## src/rtl/seg_display_scan_pkg.sv

```systemverilog
// seg_display_scan_pkg: shared codes, segment patterns and default timing for the scanned display
package seg_display_scan_pkg;
  localparam int SCAN_DIV_DEF = 50000;
  localparam int BLANK_CYC_DEF = 2500;
  localparam int BLINK_DIV_DEF = 25000000;
  localparam logic [3:0] CODE_A = 4'hA;
  localparam logic [3:0] CODE_BLANK = 4'hB;
  localparam logic [6:0] SEG_OFF = 7'b1111111;
  localparam logic [6:0] SEG_ALL = 7'b0000000;
  localparam logic [6:0] SEG_A = 7'b0001000;
  localparam logic [6:0] SEG_DASH = 7'b0111111;
  // {g,f,e,d,c,b,a} active-low, indexed directly by the 4-bit code
  localparam logic [15:0][6:0] SEG_TABLE = {
    SEG_DASH, SEG_DASH, SEG_DASH, SEG_DASH, SEG_OFF, SEG_A,
    7'b0010000, 7'b0000000, 7'b1111000, 7'b0000010, 7'b0010010,
    7'b0011001, 7'b0110000, 7'b0100100, 7'b1111001, 7'b1000000
  };
endpackage

```

## src/rtl/seg7_decode.sv

```systemverilog
// seg7_decode: 4-bit digit code to active-low seven-segment pattern
module seg7_decode
  import seg_display_scan_pkg::*;
(
  input  logic [3:0] code_i,
  output logic [6:0] seg_o
);
  always_comb seg_o = SEG_TABLE[code_i];
endmodule

```

## src/rtl/seg_display_scan.sv

```systemverilog
// seg_display_scan: six-digit multiplexed display driver with per-frame snapshot, ghost blanking, blink and lamp test
module seg_display_scan
  import seg_display_scan_pkg::*;
#(
  parameter int SCAN_DIV = SCAN_DIV_DEF,
  parameter int BLANK_CYC = BLANK_CYC_DEF,
  parameter int BLINK_DIV = BLINK_DIV_DEF
) (
  input  logic       clk_i,
  input  logic       rst_i,
  input  logic [3:0] d0_i,
  input  logic [3:0] d1_i,
  input  logic [3:0] d2_i,
  input  logic [3:0] d3_i,
  input  logic [3:0] d4_i,
  input  logic [3:0] d5_i,
  input  logic [5:0] blink_i,
  input  logic [5:0] dp_en_i,
  input  logic       lamp_test_i,
  output logic [6:0] seg_o,
  output logic       dp_o,
  output logic [5:0] an_o,
  output logic       frame_done_o
);
  localparam int SW = SCAN_DIV > 1 ? $clog2(SCAN_DIV) : 1;
  localparam int BW = BLINK_DIV > 1 ? $clog2(BLINK_DIV) : 1;
  logic [SW-1:0] slot_q, slot_d;
  logic [2:0] idx_q, idx_d;
  logic [BW-1:0] bcnt_q, bcnt_d;
  logic phase_q, phase_d, start_q, fd_q;
  logic [5:0][3:0] snap_q;
  logic [5:0] sblink_q, sdp_q, an_q, an_d;
  logic [6:0] seg_q, seg_d, dec;
  logic dp_q, dp_d, slot_end, bend, capture, ghost, blanked;
  seg7_decode u_dec (.code_i(snap_q[idx_q]), .seg_o(dec));
  // start_q holds the scan counters for the post-reset snapshot cycle so the first frame is full length
  always_comb begin
    slot_end = slot_q == SW'(SCAN_DIV - 1);
    bend = bcnt_q == BW'(BLINK_DIV - 1);
    capture = start_q | (slot_end & (idx_q == 3'd5));
    slot_d = start_q ? slot_q : slot_end ? '0 : slot_q + 1'b1;
    idx_d = (start_q | ~slot_end) ? idx_q : (idx_q == 3'd5) ? 3'd0 : idx_q + 3'd1;
    bcnt_d = bend ? '0 : bcnt_q + 1'b1;
    phase_d = phase_q ^ bend;
    ghost = int'(slot_q) < BLANK_CYC;
    blanked = phase_q & sblink_q[idx_q];
    an_d = ghost ? 6'b111111 : ~(6'd1 << idx_q);
    seg_d = ghost ? SEG_OFF : lamp_test_i ? SEG_ALL : blanked ? SEG_OFF : dec;
    dp_d = ghost ? 1'b1 : lamp_test_i ? 1'b0 : ~(sdp_q[idx_q] & ~blanked);
  end
  always_ff @(posedge clk_i or posedge rst_i) begin
    if (rst_i) begin
      slot_q <= '0;
      idx_q <= '0;
      bcnt_q <= '0;
      phase_q <= 1'b0;
      start_q <= 1'b1;
      snap_q <= {6{CODE_BLANK}};
      sblink_q <= '0;
      sdp_q <= '0;
      an_q <= 6'b111111;
      seg_q <= SEG_OFF;
      dp_q <= 1'b1;
      fd_q <= 1'b0;
    end else begin
      slot_q <= slot_d;
      idx_q <= idx_d;
      bcnt_q <= bcnt_d;
      phase_q <= phase_d;
      start_q <= 1'b0;
      if (capture) begin
        snap_q <= {d5_i, d4_i, d3_i, d2_i, d1_i, d0_i};
        sblink_q <= blink_i;
        sdp_q <= dp_en_i;
      end
      an_q <= an_d;
      seg_q <= seg_d;
      dp_q <= dp_d;
      fd_q <= capture;
    end
  end
  assign seg_o = seg_q;
  assign dp_o = dp_q;
  assign an_o = an_q;
  assign frame_done_o = fd_q;
endmodule
```

## config.mk

```make
export PLATFORM = sky130hd
export DESIGN_NAME = seg_display_scan
export DESIGN_NICKNAME = d
export VERILOG_FILES = /design/src/rtl/seg_display_scan_pkg.sv /design/src/rtl/seg7_decode.sv /design/src/rtl/seg_display_scan.sv
export SDC_FILE = /design/constraint.sdc
export NUM_CORES = 1
export LEC_CHECK = 0
export CAP_MARGIN = 40
export CORE_UTILIZATION = 62
export CTS_BUF_LIST = sky130_fd_sc_hd__clkbuf_4 sky130_fd_sc_hd__clkbuf_8
export CTS_CLUSTER_DIAMETER = 50
export CTS_CLUSTER_SIZE = 8
export DETAILED_ROUTE_END_ITERATION = 6
export PLACE_DENSITY = 0.95
export SETUP_SLACK_MARGIN = 0.3
export SLEW_MARGIN = 20
export SYNTH_ARGS = -nofsm -noshare
export SYNTH_HDL_FRONTEND = slang
export SYNTH_HIERARCHICAL = 1
export SYNTH_SLANG_ARGS = --single-unit
```

## constraint.sdc

```tcl
create_clock -name clk_i -period 5.8 [get_ports clk_i]
set_clock_uncertainty 0.2 [all_clocks]
set_input_delay 1.16 -clock clk_i [delete_from_list [all_inputs] [get_ports clk_i]]
set_output_delay 1.16 -clock clk_i [all_outputs]
set_load 0.01 [all_outputs]
```

* Word-level counts from Yosys, hierarchy flattened
Memories as Yosys holds them, arrays and structs flattened.
Index checks and enable logic that the tools add are counted.
** Operators by class
- Add/sub/neg operators :: 3
- Mux-type cells :: 16
- Bitwise logic cells :: 10
- $lt $le $gt $ge :: 3
- Shifts and indexed selects :: 1
- Eq/ne operators :: 3
** Operator list (number)
- 2-to-1 mux 7 bit :: 4
- adder 25 x 1 -> 25 bit, second input constant :: 1
- == test 25 bit, second input constant :: 1
- 2-to-1 mux 25 bit :: 1
- adder 16 x 1 -> 16 bit, second input constant :: 1
- == test 16 bit, second input constant :: 1
- < comparator 16 x 12 -> 1 bit, second input constant :: 1
- 2-to-1 mux 16 bit :: 1
- binary-select mux 4 bit (select 3 bit) :: 1
- binary-select mux 1 bit (select 3 bit) :: 2
- 2-to-1 mux 6 bit :: 1
- inverter 6 bit :: 1
- << shifter 1 x 3 -> 6 bit, first input constant :: 1
- < comparator 4 x 5 -> 1 bit, second input constant :: 1
- < comparator 3 x 4 -> 1 bit, second input constant :: 1
- 2-to-1 mux 1 bit :: 4
- 2-to-1 mux 4 bit :: 1
- adder 3 x 1 -> 3 bit, second input constant :: 1
- bitwise AND 1 bit :: 3
- == test 3 bit, second input constant :: 1
- 2-to-1 mux 3 bit :: 1
- inverter 1 bit :: 3
- OR 1 bit :: 2
- bitwise XOR 1 bit :: 1
** Word-level totals
- ROM bits :: 112
- Flip-flop bits (word level) :: 97
- Logic and storage cells :: 54
- Output and inout bits :: 15
- Memories kept :: 1
** Memories
- (no name shown) :: words 16, bits a word 7, rd ports 1, clocked after memory_dff 0, wr ports 0, line seg7_decode.sv:8 : always_comb seg_o = SEG_TABLE[code_i];

* Longest topological paths before layout
Gate-level depths: netlist of run 1.
- Depth in word-level cells :: 8
- Depth in mapped cells :: 11
- Depth with buffers taken out :: 10

* Hierarchy
Netlist of run 1, hierarchy kept.
** By module, submodules not included
- seg_display_scan :: cells an instance 369, times used 1, area each 4454.3 um^2
- seg7_decode :: cells an instance 29, times used 1, area each 195.2 um^2

* Worst setup path after synthesis of run 1
No wires, ideal clock.
- Path type :: reg-to-reg
- Start point :: reg idx_q[0]
- End point :: reg seg_q[3] (netlist: seg_o[3])
- Cell stages (with the launch flop) :: 12
- Library setup time :: 0.095 ns
- Buffers on the path :: 2
- Required time :: 5.505 ns
- Slack :: 3.401 ns
- Arrival :: 2.105 ns
- Path through :: dfrtp_1 buf_2 buf_2 mux2i_1 o21ai_0 inv_1 ha_1 nand2_2 o21a_1 o22a_1 nor2_1 o21ai_0
** On the way
- Cells in the longest elaborated chain, start to end :: 7
- Elaborated cells between the ends (all ways) :: 10
** RTL lines
- from (decl) :: line seg_display_scan.sv:28 : logic [2:0] idx_q, idx_d;
- from (signal assigned) :: line seg_display_scan.sv:67 : idx_q <= idx_d;
- binary-select mux 4 bit (select 3 bit) :: line seg_display_scan.sv:35 : seg7_decode u_dec (.code_i(snap_q[idx_q]), .seg_o(dec));
- 2-to-1 mux 4 bit (implied by the code) :: line seg_display_scan.sv:35
- memory read (16 x 7 bit)
- 2-to-1 mux 7 bit (implied by the code) :: line seg7_decode.sv:8
- net dec[3] :: line seg_display_scan.sv:33 : logic [6:0] seg_q, seg_d, dec;
- 2-to-1 mux 7 bit (3 in a row) :: line seg_display_scan.sv:48 : seg_d = ghost ? SEG_OFF : lamp_test_i ? SEG_ALL : blanked ? SEG_OFF : dec;
- net seg_d[3] :: line seg_display_scan.sv:33
- to (signal assigned) :: line seg_display_scan.sv:77 : seg_q <= seg_d;
- to (decl) :: line seg_display_scan.sv:33
The timed path passes the listed nets, and every way through them passes these cells. The select of a mux whose other input is x is not followed.
A chain may end at the register's enable or synchronous reset.

* Worst setup path in the final report of run 1
- Start point :: reg idx_q[1]
- End point :: reg seg_q[3] (netlist: seg_o[3])
The elaborated chain is that of the path after synthesis.

==> flow_summary.json, run 1 <==
{
  "status": "finished, final reports clean",
  "synth-main-ff-cell": "dfrtp_1",
  "clkPwrFrac": 0.344,
  "wire_per_inst_um": 17.5,
  "syn_avg_cell_area_um2": 11.7,
  "worst-setup-path-type": "flop to flop",
  "setup_tns_ps": 0,
  "cp.required_ps": 5880,
  "antenna_found_initial": 0,
  "synth_area_leaders": "dfrtp_1 34%, dfstp_2 19%, mux2_2 8.0%",
  "critPathMaxFanout": 13,
  "final_cells": 561,
  "syn2layout_area_growth_pct": 18.8,
  "end_kind": "flop",
  "grt_pass1_vias": 3412,
  "cts_root_buf": "clkbuf_8",
  "finalSetupViolations": 0,
  "insertion_delay_ps": 370,
  "cts_tree": "yes",
  "cap_violations": 0,
  "dr.pass1.iters": 6,
  "dp_hpwl_um": 6860,
  "finish.utilization": 0.761,
  "cts_sinks": 97,
  "drive_gt1_frac": 0.236,
  "p_total_w": 0.00144,
  "grtUsageTotal": 0.271,
  "nets": 504,
  "cp_cell_sequence": "nand2b_1, o21ai_0, inv_1, ha_1, nand2_2, o21a_1, o22a_1, nor2_1, o21ai_0",
  "cellPowerDensity_nw_per_um2": 261,
  "seq_power_share": 0.539,
  "slew_headroom": 0.450,
  "diodes": 0,
  "syn_nets": 445,
  "dieWidth_um": 88.6,
  "dp_cells": 544,
  "path_clk_slew_ps": 90,
  "slowest_stage": "o21ai_0",
  "vias": 3342,
  "min_period_ps": 2920,
  "syn_inst": 398,
  "netlist_area_um2": 4650,
  "critPathBufInv": 1,
  "intPower_w": 0.00108,
  "grt_max_degree": 42,
  "combPwrFrac": 0.118,
  "r2r_cells": 9,
  "synth_top_area_share": 0.344,
  "max-vdd-ir-drop_mv": 0.227,
  "via_per_inst": 5.96,
  "start_util": 0.641,
  "die_y_um": 88.6,
  "synth_edf_count": 0,
  "async_flop_share": 1.00,
  "fin_crit_sh": 0.503,
  "io_pins": 54,
  "htree_levels": 3,
  "whs_path_depth": 1,
  "io_buffers": 53,
  "ff_latch_area_um2": 2470,
  "critical-path-top-delay-family": "compound AO/OA/AOI/OAI gates",
  "finalHoldViolCount": 0,
  "postCtsSetupRepairBufs": 0,
  "gp_congestion": 0.912,
  "grt_first_pass_wirelength_um": 16000,
  "crit_top_cell": "o21ai_0",
  "cts_buffers": 9,
  "gr-total-overflow": 0,
  "coreArea_um2": 7250,
  "synth_top_area_cell": "dfrtp_1",
  "rsz0062_at_grt": "false",
  "cp-start-kind": "flop",
  "hold_path_class": "flop to flop",
  "net-switching-power_w": 0.000366,
  "crit_cells": 9,
  "synth.distinct_cells": 54,
  "detail-route-antenna-nets": 0,
  "multi_input_area_um2": 2070,
  "ys_seq_area_frac": 0.531,
  "slew_violations": 0,
  "cts_max_path_buffers": 2,
  "rows": 31,
  "switching_share": 0.254,
  "design.die.area_um2": 7850,
  "ys_ff_latch": 97,
  "tightest_slew_ps": 817,
  "drt-total-wl_um": 9830,
  "leakage_nw": 2.26,
  "ff2ff_setup_slack_ps": 2880,
  "drc": 0,
  "drt_iter0_markers": 211,
  "slowest_delay_ps": 590,
  "timing.fmax_mhz": 343,
  "arrival_ps": 3000,
  "cts_resized": 0,
  "ys_warn_count": 6,
  "cts_hold_buf": 0,
  "fillerInstances": 452
}
[metrics by stage]
stage / cell area [µm²] / setup WS, ps / hold WS (ps)
after floorplan: 4650 / 1960 / 241
after global placement: 5240 / 2820 / 266
after detailed placement: 5280 / 2720 / 280
after CTS: 5510 / 2620 / 305
after global routing: 5520 / 2740 / 333
final: 5520 / 2880 / 306
[logic make-up (layout without fill, tap and decap cells)]
group,after synthesis,count (layout),synth area share
AOI/OAI and AO/OA,34,34,0.0447
DFF,97,97,0.531
adders and majority gates,8,8,0.0215
muxes,51,51,0.136
xor gates and xnor gates,34,34,0.0657
buffers and inverters,20,84,0.0234
other,1,1,0.000807
and+or+nand+nor,153,153,0.177
[power by group through the flow]
stage / clock network, W / logic [W] / registers (W)
2_1_floorplan: 0 / 0.000115 / 0.000771
3_3_place_gp: 0 / 0.000151 / 0.000781
3_5_place_dp: 0 / 0.000167 / 0.000787
4_1_cts: 0.000498 / 0.000169 / 0.000775
5_1_grt: 0.000525 / 0.000187 / 0.000782
6_report: 0.000495 / 0.000170 / 0.000776
[routing by layer]
| metal | global-route usage | up-vias | wire length (µm) |
|---|---|---|---|
| met5 | 0 | - | 0 |
| met4 | 0.111 | 0 | 362 |
| met3 | 0.0662 | 38 | 468 |
| met2 | 0.469 | 137 | 5070 |
| met1 | 0.326 | 1669 | 3930 |
| li1 | - | 1498 | - |
[flip-flops by register name, summed over array words and instances (netlist names)]
name and count:
bcnt_q 25, snap_q 24, slot_q 16, seg_o 7, an_o 6, sblink_q 6, sdp_q 6, idx_q 3
dp_o 1, frame_done_o 1, phase_q 1, start_q 1
[cell usage in the layout (no fill, tap or decap), drive strengths merged, types with 2 or more instances in the layout]
cell type and count:
a21o 3, a21oi 3, and2 3, and3 6
and4 2, buf 5, bufinv 2, clkbuf 10
clkdlybuf4s50 53, clkinv 4, dfrtp 64, dfstp 33
ha 8, inv 10, mux2 39, mux2i 6
mux4 6, nand2 34, nand2b 7, nand3 22
nand4 6, nor2 44, nor2b 4, nor3 9
nor4 6, o21a 2, o21ai 21, or4 3
xnor2 19, xor2 15
[cell type report]
| type | instances | share of cell area |
|---|---|---|
| Sequential cell | 97 | 0.447 |
| Multi-Input combinational cell | 281 | 0.375 |
| Timing Repair Buffer | 58 | 0.107 |
| Clock buffer | 10 | 0.0249 |
| Tap cell | 99 | 0.0224 |
| Clock inverter | 6 | 0.0161 |
| Inverter | 10 | 0.00702 |
[synth_stat cells, drive strengths merged, types with 3 or more instances]
cell type / number
nor2b: 4
o21ai: 21
and3: 6
and2: 3
mux4: 6
nor2: 44
mux2: 39
nand2: 34
xor2: 15
nand2b: 7
or4: 3
buf: 8
xnor2: 19
nand3: 22
a21o: 3
a21oi: 3
ha: 8
mux2i: 6
nand4: 6
dfrtp: 64
dfstp: 33
nor3: 9
nor4: 6
inv: 9
[worst paths after layout]
path	to	start
setup / recovery	seg_o[3]	idx_q[1]
hold / removal	bcnt_q[24]	bcnt_q[24]
setup reg to reg	seg_o[3]	idx_q[1]
hold reg to reg	bcnt_q[24]	bcnt_q[24]
max in group asynchronous	start_q	rst_i
min in group asynchronous	slot_q[12]	rst_i
No activity file was read; power rests on OpenSTA's default activity.
==> run 2: changes to the inputs <==
--- a/config.mk
+++ b/config.mk
@@ -6,12 +6,12 @@
 export NUM_CORES = 1
 export LEC_CHECK = 0
 export CAP_MARGIN = 40
-export CORE_UTILIZATION = 62
+export CORE_UTILIZATION = 58
 export CTS_BUF_LIST = sky130_fd_sc_hd__clkbuf_4 sky130_fd_sc_hd__clkbuf_8
 export CTS_CLUSTER_DIAMETER = 50
 export CTS_CLUSTER_SIZE = 8
 export DETAILED_ROUTE_END_ITERATION = 6
-export PLACE_DENSITY = 0.95
+export PLACE_DENSITY = 0.91
 export SETUP_SLACK_MARGIN = 0.3
 export SLEW_MARGIN = 20
 export SYNTH_ARGS = -nofsm -noshare
==> constraint.sdc (replaced) <==
create_clock -name clk_i -period 2.85 [get_ports clk_i]
set_clock_uncertainty 0.2 [all_clocks]
set_input_delay 0.57 -clock clk_i [delete_from_list [all_inputs] [get_ports clk_i]]
set_output_delay 0.57 -clock clk_i [all_outputs]
set_load 0.01 [all_outputs]
==> flow_summary.json, run 2 (synthesized netlist as in run 1, its figures left out) <==
{
  "hold_path_class": "flop to flop",
  "grt_pass1_vias": 3354,
  "cts_sinks": 97,
  "slew_headroom": 0.509,
  "final_cells": 568,
  "io_buffers": 53,
  "detail-route-antenna-nets": 0,
  "fillerInstances": 499,
  "gp_congestion": 0.822,
  "diodes": 0,
  "setup_tns_ps": 0,
  "worst-setup-path-type": "flop to flop",
  "grt_first_pass_wirelength_um": 15400,
  "cp-start-kind": "flop",
  "cp.required_ps": 2940,
  "timing.fmax_mhz": 409,
  "regMostFlops": "bcnt_q",
  "drt_iter0_markers": 122,
  "fin_crit_sh": 0.858,
  "syn2layout_area_growth_pct": 19.5,
  "rows": 32,
  "drc": 0,
  "slew_violations": 0,
  "startpoint": "idx_q[0]",
  "finalSetupViolations": 0,
  "cap_violations": 0,
  "wire_per_inst_um": 16.0,
  "drt-total-wl_um": 9080,
  "path_clk_slew_ps": 110,
  "via_per_inst": 5.63,
  "leakage_nw": 2.26,
  "drive_gt1_frac": 0.253,
  "cellPowerDensity_nw_per_um2": 504,
  "status": "finished, final reports clean",
  "dp_cells": 551,
  "r2r_cells": 10,
  "cts_hold_buf": 0,
  "dieWidth_um": 91.5,
  "r2r_end": "seg_o[3]",
  "design.die.area_um2": 8380,
  "dr.pass1.iters": 4,
  "ff_latch_area_um2": 2470,
  "largestRegisters": "bcnt_q (25), snap_q (24), slot_q (16)",
  "grt_max_degree": 56,
  "htree_levels": 3,
  "start_util": 0.602,
  "final_cell_mix": "62 x dfrtp_1, 53 x clkdlybuf4s50_1, 40 x nor2_1",
  "final_common_cell": "dfrtp_1",
  "end_kind": "flop",
  "cts_root_buf": "clkbuf_8",
  "cts_buffers": 9,
  "dr_wl_met3_um": 396,
  "insertion_delay_ps": 370,
  "finish.utilization": 0.719,
  "multi_input_area_um2": 2080,
  "rr_startpoint": "idx_q[0]",
  "min_period_ps": 2440,
  "largest_reg_flops": 25,
  "dp_hpwl_um": 6370,
  "met2WireLength_um": 4700,
  "critPathMaxFanout": 5,
  "cts_tree": "yes",
  "grtUsageTotal": 0.237,
  "nets": 508,
  "rsz0062_at_grt": "true",
  "coreArea_um2": 7730,
  "die_y_um": 91.5,
  "highest_layer": "met4",
  "finalHoldViolCount": 0,
  "io_pins": 54,
  "vias": 3196,
  "arrival_ps": 2530,
  "ff2ff_setup_slack_ps": 410,
  "max-vdd-ir-drop_mv": 0.361,
  "gr-total-overflow": 0,
  "antenna_found_initial": 0,
  "crit_path_end": "seg_o[3]",
  "holdWs_ps": 303,
  "cts_max_path_buffers": 2,
  "wl_met1_um": 3720,
  "tightest_slew_ps": 735
}
run 2: cell types whose count changed in the layout (fill, tap and decap cells not counted), sizes merged:
cell and change:
buf +4, bufinv -2, inv +2, clkinv -1, clkinvlp +1
run 2: how the worst min path moves through the flow:
stage / from / endpoint / slack, ps / cells after the start
finish: bcnt_q[24] / bcnt_q[24] / 300 / 1
global route: bcnt_q[24] / bcnt_q[24] / 310 / 1
CTS: bcnt_q[4] / bcnt_q[4] / 300 / 1
detailed placement: bcnt_q[24] / bcnt_q[24] / 270 / 1
global placement: bcnt_q[24] / bcnt_q[24] / 260 / 1
floorplan: bcnt_q[24] / bcnt_q[24] / 240 / 1
run 2: power by group:
group / internal (W) / switching [W]
combinational: 0.000187 / 0.000161
sequential: 0.00149 / 0.0000881
clock: 0.000363 / 0.000518
total: 0.00204 / 0.000767
run 2: layout make-up:
| type | count | area share |
|---|---|---|
| sequential | 97 | 0.445 |
| timing repair buffer | 62 | 0.115 |
| clock buffer | 10 | 0.0248 |
| tap | 102 | 0.0230 |
| clock inverter | 6 | 0.0104 |
| multi-input combinational | 281 | 0.375 |
| inverter | 10 | 0.00743 |
run 2: worst max-delay path, cell delays in order, from the launching register on:
cell and delay [ps]:
dfrtp_2 440, mux4_2 530, nand2_1 130, o21ai_2 110
inv_1 130, ha_1 260, nand2_2 80, o21a_1 120
o22a_1 130, nor2_1 40, o21ai_0 190
run 2: per-stage QoR:
stage	cell area (µm²)	setup WS (ps)	total power, W
floorplan	4650	451	0.00180
global placement	5310	313	0.00190
detailed placement	5340	218	0.00194
global route	5560	258	0.00292
CTS	5550	303	0.00282
finish	5560	405	0.00280
run 2: what timing repair did:
| item | 4_1_cts | 5_1_grt |
|---|---|---|
| resized for setup | 2 | 6 |
| setup buffers | 1 | 0 |
| endpoints found under the setup margin | 3 | 7 |
| pin swaps | 0 | 0 |
run 2: per-layer routing:
layer,global-route usage,vias to the layer above
met1,0.291,1579
met2,0.400,86
met5,0,-
li1,-,1504
met3,0.0553,27
met4,0.106,0
==> edit 1 (config.mk and constraints of run 1) <==
Change the package constant `BLINK_DIV_DEF` from 25000000 to 50000000.
--- a/src/rtl/seg_display_scan_pkg.sv
+++ b/src/rtl/seg_display_scan_pkg.sv
@@ -3,5 +3,5 @@
   localparam int SCAN_DIV_DEF = 50000;
   localparam int BLANK_CYC_DEF = 2500;
-  localparam int BLINK_DIV_DEF = 25000000;
+  localparam int BLINK_DIV_DEF = 50000000;
   localparam logic [3:0] CODE_A = 4'hA;
   localparam logic [3:0] CODE_BLANK = 4'hB;
Function: same outputs for any inputs over 10 cycles, from zero or initial values and one cycle with rst_i high; that may be too few to reach the edited logic, so the function may still have changed.
==> edit 1 against run 1 <==
Wire length increased by 6.1%; synthesized area is 5.4% higher; clock power fell by 7.3%; setup slack got worse by 280 ps; synthesized cell count up 3.3%; total power shrank 1.7%; core utilization down 1.5 points; first-iteration DRC count rose by 23%; sequential cell count grew 1; design area up 3.8%; via count is 2.5% higher; highest routed layer unchanged.
==> edit 1: results (changes against run 1) <==
stage;metric;value;unit;change
grt;grt_pass1_wl;17260;um;was 16,000 um
clock_tree;cts.sinks;98;;was 97
layout;final.fill_count;447;;was 452
yosys;synth_common_cells;dfrtp_1, dfstp_2, mux2_4, nor2_1, nand2_1;;was dfrtp_1, nor2_1, dfstp_2, mux2_2, nand2_1
floorplan;core-area;7687;um^2;was 7253 um^2
grt;grt_max_degree;38;;was 42
layout;seqCellArea;2494;um^2;was 2469 um^2
worst_setup_path;cp_max_fo;16;;was 13
route;firstDrtPassIters;4;;was 6
worst_setup_path;cpPeakStageDelay;830;ps;was 590 ps
placement;placed_area;5530;um^2;was 5281 um^2
route;wl;10430;um;was 9829 um
worst_setup_path;crit_family;flip-flops;;was compound AO/OA/AOI/OAI gates
timing;fmax;312.5;MHz;was 342.9 MHz
layout;clock_area_frac;0.03557;;was 0.04101
worst_setup_path;worstRegToRegCells;8;;was 9
layout;multi_input_area_share;0.4004;;was 0.3752
layout;nonClkBufAreaFrac;0.1015;;was 0.1074
grt;grt_pass1_vias;3492;;was 3,412
power_and_ir_drop;p_per_area;247.1;nW/um^2;was 260.9 nW/um^2
layout;nets;511;;was 504
layout;inverters;8;;was 10
power_and_ir_drop;clkPwrFrac;0.324;;was 0.344
yosys;synth_area_leaders;dfrtp_1, dfstp_2, mux2_4, xor2_1, mux4_2;;was dfrtp_1, dfstp_2, mux2_2, xnor2_1, nor2_1
layout;nMultiInputCombCells;288;;was 281
placement;dp.cells;554;;was 544
worst_setup_path;crit_start;idx_q[0];;was idx_q[1]
yosys;synth_nets;459;;was 445
placement;pre_cts_ws;2785;ps;was 2722 ps
layout;layout.cells.non_filler;570;;was 561
power_and_ir_drop;vdd_drop_max;0.1850;mV;was 0.2266 mV
worst_setup_path;cp_slowest_cell;dfrtp_1;;was o21ai_0
worst_setup_path;crit_path_end;seg_o[2];;was seg_o[3]
hold_path;worstHoldStart;phase_q;;was bcnt_q[24]
worst_setup_path;reg2reg_to;seg_o[2];;was seg_o[3]
layout;drive_gt1_frac;0.2329;;was 0.2359
worst_setup_path;rrSetupSlack;2600;ps;was 2880 ps
route;drtIter0Drc;259;;was 211
layout;reg_top3;bcnt_q: 26 flops, snap_q: 24 flops, slot_q: 16 flops;;was bcnt_q: 25 flops, snap_q: 24 flops, slot_q: 16 flops
placement;place.gp.congestion;0.8021;;was 0.9116
hold_path;min_to;phase_q;;was bcnt_q[24]
power_and_ir_drop;pwr-share-seq;0.550;;was 0.539
timing;tightest_slew;816.9;ps;was 816.8 ps
clock_tree;clock_latency;370;ps;about the same
placement;dpl.hpwl;7217;um;was 6860 um
yosys;synth_cell_types;54;;unchanged
yosys;yosysSeqAreaShare;0.5089;;was 0.5309
timing;holdWs;294.2;ps;was 305.9 ps
outcome;status;finished, final reports clean;;unchanged
power_and_ir_drop;total_leakage_power;2.422;nW;was 2.255 nW
yosys;syn_area_per_cell;11.92;um^2;was 11.68 um^2
layout;fin_util;0.7459;;was 0.7614
grt;grt.total_usage;0.2714;;about the same
[edit 1: changes by cell type in the layout (fill, tap and decap cells not counted), moves of 7 or more]
cell,run 1,this run
mux2_4,0,29
mux2_2,33,10
a21oi_1,2,19
nor2_1,41,29
xnor2_1,19,11
nand3_1,20,13
o21ai_0,21,14
[edit 1: cells by family (layout without fill, tap and decap cells)]
family                   Yosys count  count (layout)  share of synthesized area
AO/OA/AOI/OAI                     50              50                    0.06384
XOR/XNOR                          27              27                    0.04826
adder cells (fa/ha/maj)            9               9                    0.02298
buffers and inverters             25              82                    0.02579
flip-flops                        98              98                     0.5089
multiplexers                      51              51                     0.1519
other                              1               1                  0.0007654
AND/OR/NAND/NOR                  150             150                     0.1775
[edit 1: metal layers]
layer,track usage,up-vias,share of wire
met5,0,-,0
met1,0.3528,1709,0.42
li1,-,1575,-
met2,0.4457,118,0.51
met3,0.05135,25,0.042
met4,0.1204,0,0.026
==> edit 2 (settings of run 1) <==
Without the edit above. Register the input `dp_en_i` before use, cleared by the reset. The logic sees it one clock later. The other inputs are not delayed to match.
--- a/src/rtl/seg_display_scan.sv
+++ b/src/rtl/seg_display_scan.sv
@@ -25,4 +25,15 @@
   localparam int SW = SCAN_DIV > 1 ? $clog2(SCAN_DIV) : 1;
   localparam int BW = BLINK_DIV > 1 ? $clog2(BLINK_DIV) : 1;
+
+  logic [5:0] dp_en_q;
+
+  always_ff @(posedge clk_i or posedge rst_i) begin
+    if (rst_i) begin
+      dp_en_q <= '0;
+    end else begin
+      dp_en_q <= dp_en_i;
+    end
+  end
+
   logic [SW-1:0] slot_q, slot_d;
   logic [2:0] idx_q, idx_d;
@@ -72,5 +83,5 @@
         snap_q <= {d5_i, d4_i, d3_i, d2_i, d1_i, d0_i};
         sblink_q <= blink_i;
-        sdp_q <= dp_en_i;
+        sdp_q <= dp_en_q;
       end
       an_q <= an_d;
Formal check against the unedited RTL: no difference found for any inputs over 10 cycles, from zero or initial values and one cycle with rst_i high; that may be too few to reach the edited logic, so the function may still have changed.
==> edit 2 against run 1 <==
Count of clock-buffer cells in the layout rose by 1; setup slack better by 66 ps; maximum frequency grew 2.3%; sequential power grew 5.9%; critical path depth up 1; synthesized area grew 6.9%; wire length is 4.3% higher; final cell count grew 2.1%; sequential cell count increased by 6; via count increased by 1.9%; total power grew 1.6%; design area grew 5.1%; highest routed layer unchanged.
==> edit 2: results (changes against run 1) <==
stage;metric;value;unit;change
power_and_ir_drop;finalPower;1.465;mW;was 1.441 mW
placement;pre_cts_ws;2873;ps;was 2722 ps
yosys;yosysSeqAreaShare;0.5267;;was 0.5309
outcome;status;finished, final reports clean;;unchanged
grt;grt_pass1_vias;3569;;was 3,412
route;vias;3405;;was 3,342
placement;placed_area;5582;um^2;was 5281 um^2
layout;drive_gt1_frac;0.2314;;was 0.2359
worst_setup_path;cp_slowest_cell;dfrtp_1;;was o21ai_0
route;routed-wl-met3;542;um;was 468 um
worst_setup_path;cpPeakStageDelay;570;ps;was 590 ps
yosys;synth_area_leaders;dfrtp_1, dfstp_2, mux2_4, xnor2_1, nand2_1;;was dfrtp_1, dfstp_2, mux2_2, xnor2_1, nor2_1
yosys;synth_nets;457;;was 445
placement;place.gp.congestion;0.8108;;was 0.9116
worst_setup_path;regToRegStartpoint;idx_q[0];;was idx_q[1]
power_and_ir_drop;vdd_drop_max;0.1191;mV;was 0.2266 mV
power_and_ir_drop;p_comb_frac;0.136;;was 0.118
power_and_ir_drop;total_leakage_power;2.443;nW;was 2.255 nW
hold_path;min_to;bcnt_q[0];;was bcnt_q[24]
route;firstDrtPassIters;5;;was 6
worst_setup_path;worstRegToRegCells;10;;was 9
yosys;synth_fa_ha_area_frac;0.02013;;was 0.02153
yosys;synth-xor-area-share;0.04957;;was 0.06566
grt;grt.met1_usage;0.3335;;was 0.3263
placement;dpl.hpwl;7067;um;was 6860 um
power_and_ir_drop;power.switching;372.0;uW;was 365.9 uW
yosys;synth_cell_types;51;;was 54
worst_setup_path;cp_max_fo;12;;was 13
route;wl_met2;5266;um;was 5065 um
route;wl_per_cell;17.90;um;was 17.52 um
worst_setup_path;arrival;2900;ps;was 3000 ps
worst_setup_path;crit_family;flip-flops;;was compound AO/OA/AOI/OAI gates
grt;grt.total_usage;0.2681;;was 0.2714
-- edit 2: changes by cell type after synthesis, sizes merged, moves of 6 or more --
cell   before  now
a21oi       3   13
dfrtp      64   70
nor2       44   17
or3         1    7
xor2       15    9
-- edit 2: stage by stage --
stage                     hold slack [ps]  instances
final                               252.8        573
after global routing                275.6        573
after CTS                           258.0        571
after detailed placement            244.7        555
after global placement              236.1        555
after floorplan                     224.5        410
-- edit 2: worst max-delay path by stage --
stage	start	end	slack, ps
2_1_floorplan	rst_i	bcnt_q[0]	1790
3_3_place_gp	rst_i	snap_q[17]	2910
3_5_place_dp	rst_i	frame_done_o	2870
4_1_cts	idx_q[0]	seg_o[1]	2760
5_1_grt	idx_q[0]	seg_o[1]	2740
6_report	idx_q[0]	seg_o[1]	2950
-- edit 2: layout make-up --
class,count,area share
flip-flops and latches,103,0.4514
clock inverters,5,0.01014
repair buffers,60,0.1018
well taps,102,0.02200
multi-input cells,278,0.3813
inverters,14,0.009489
clock buffers,11,0.02394
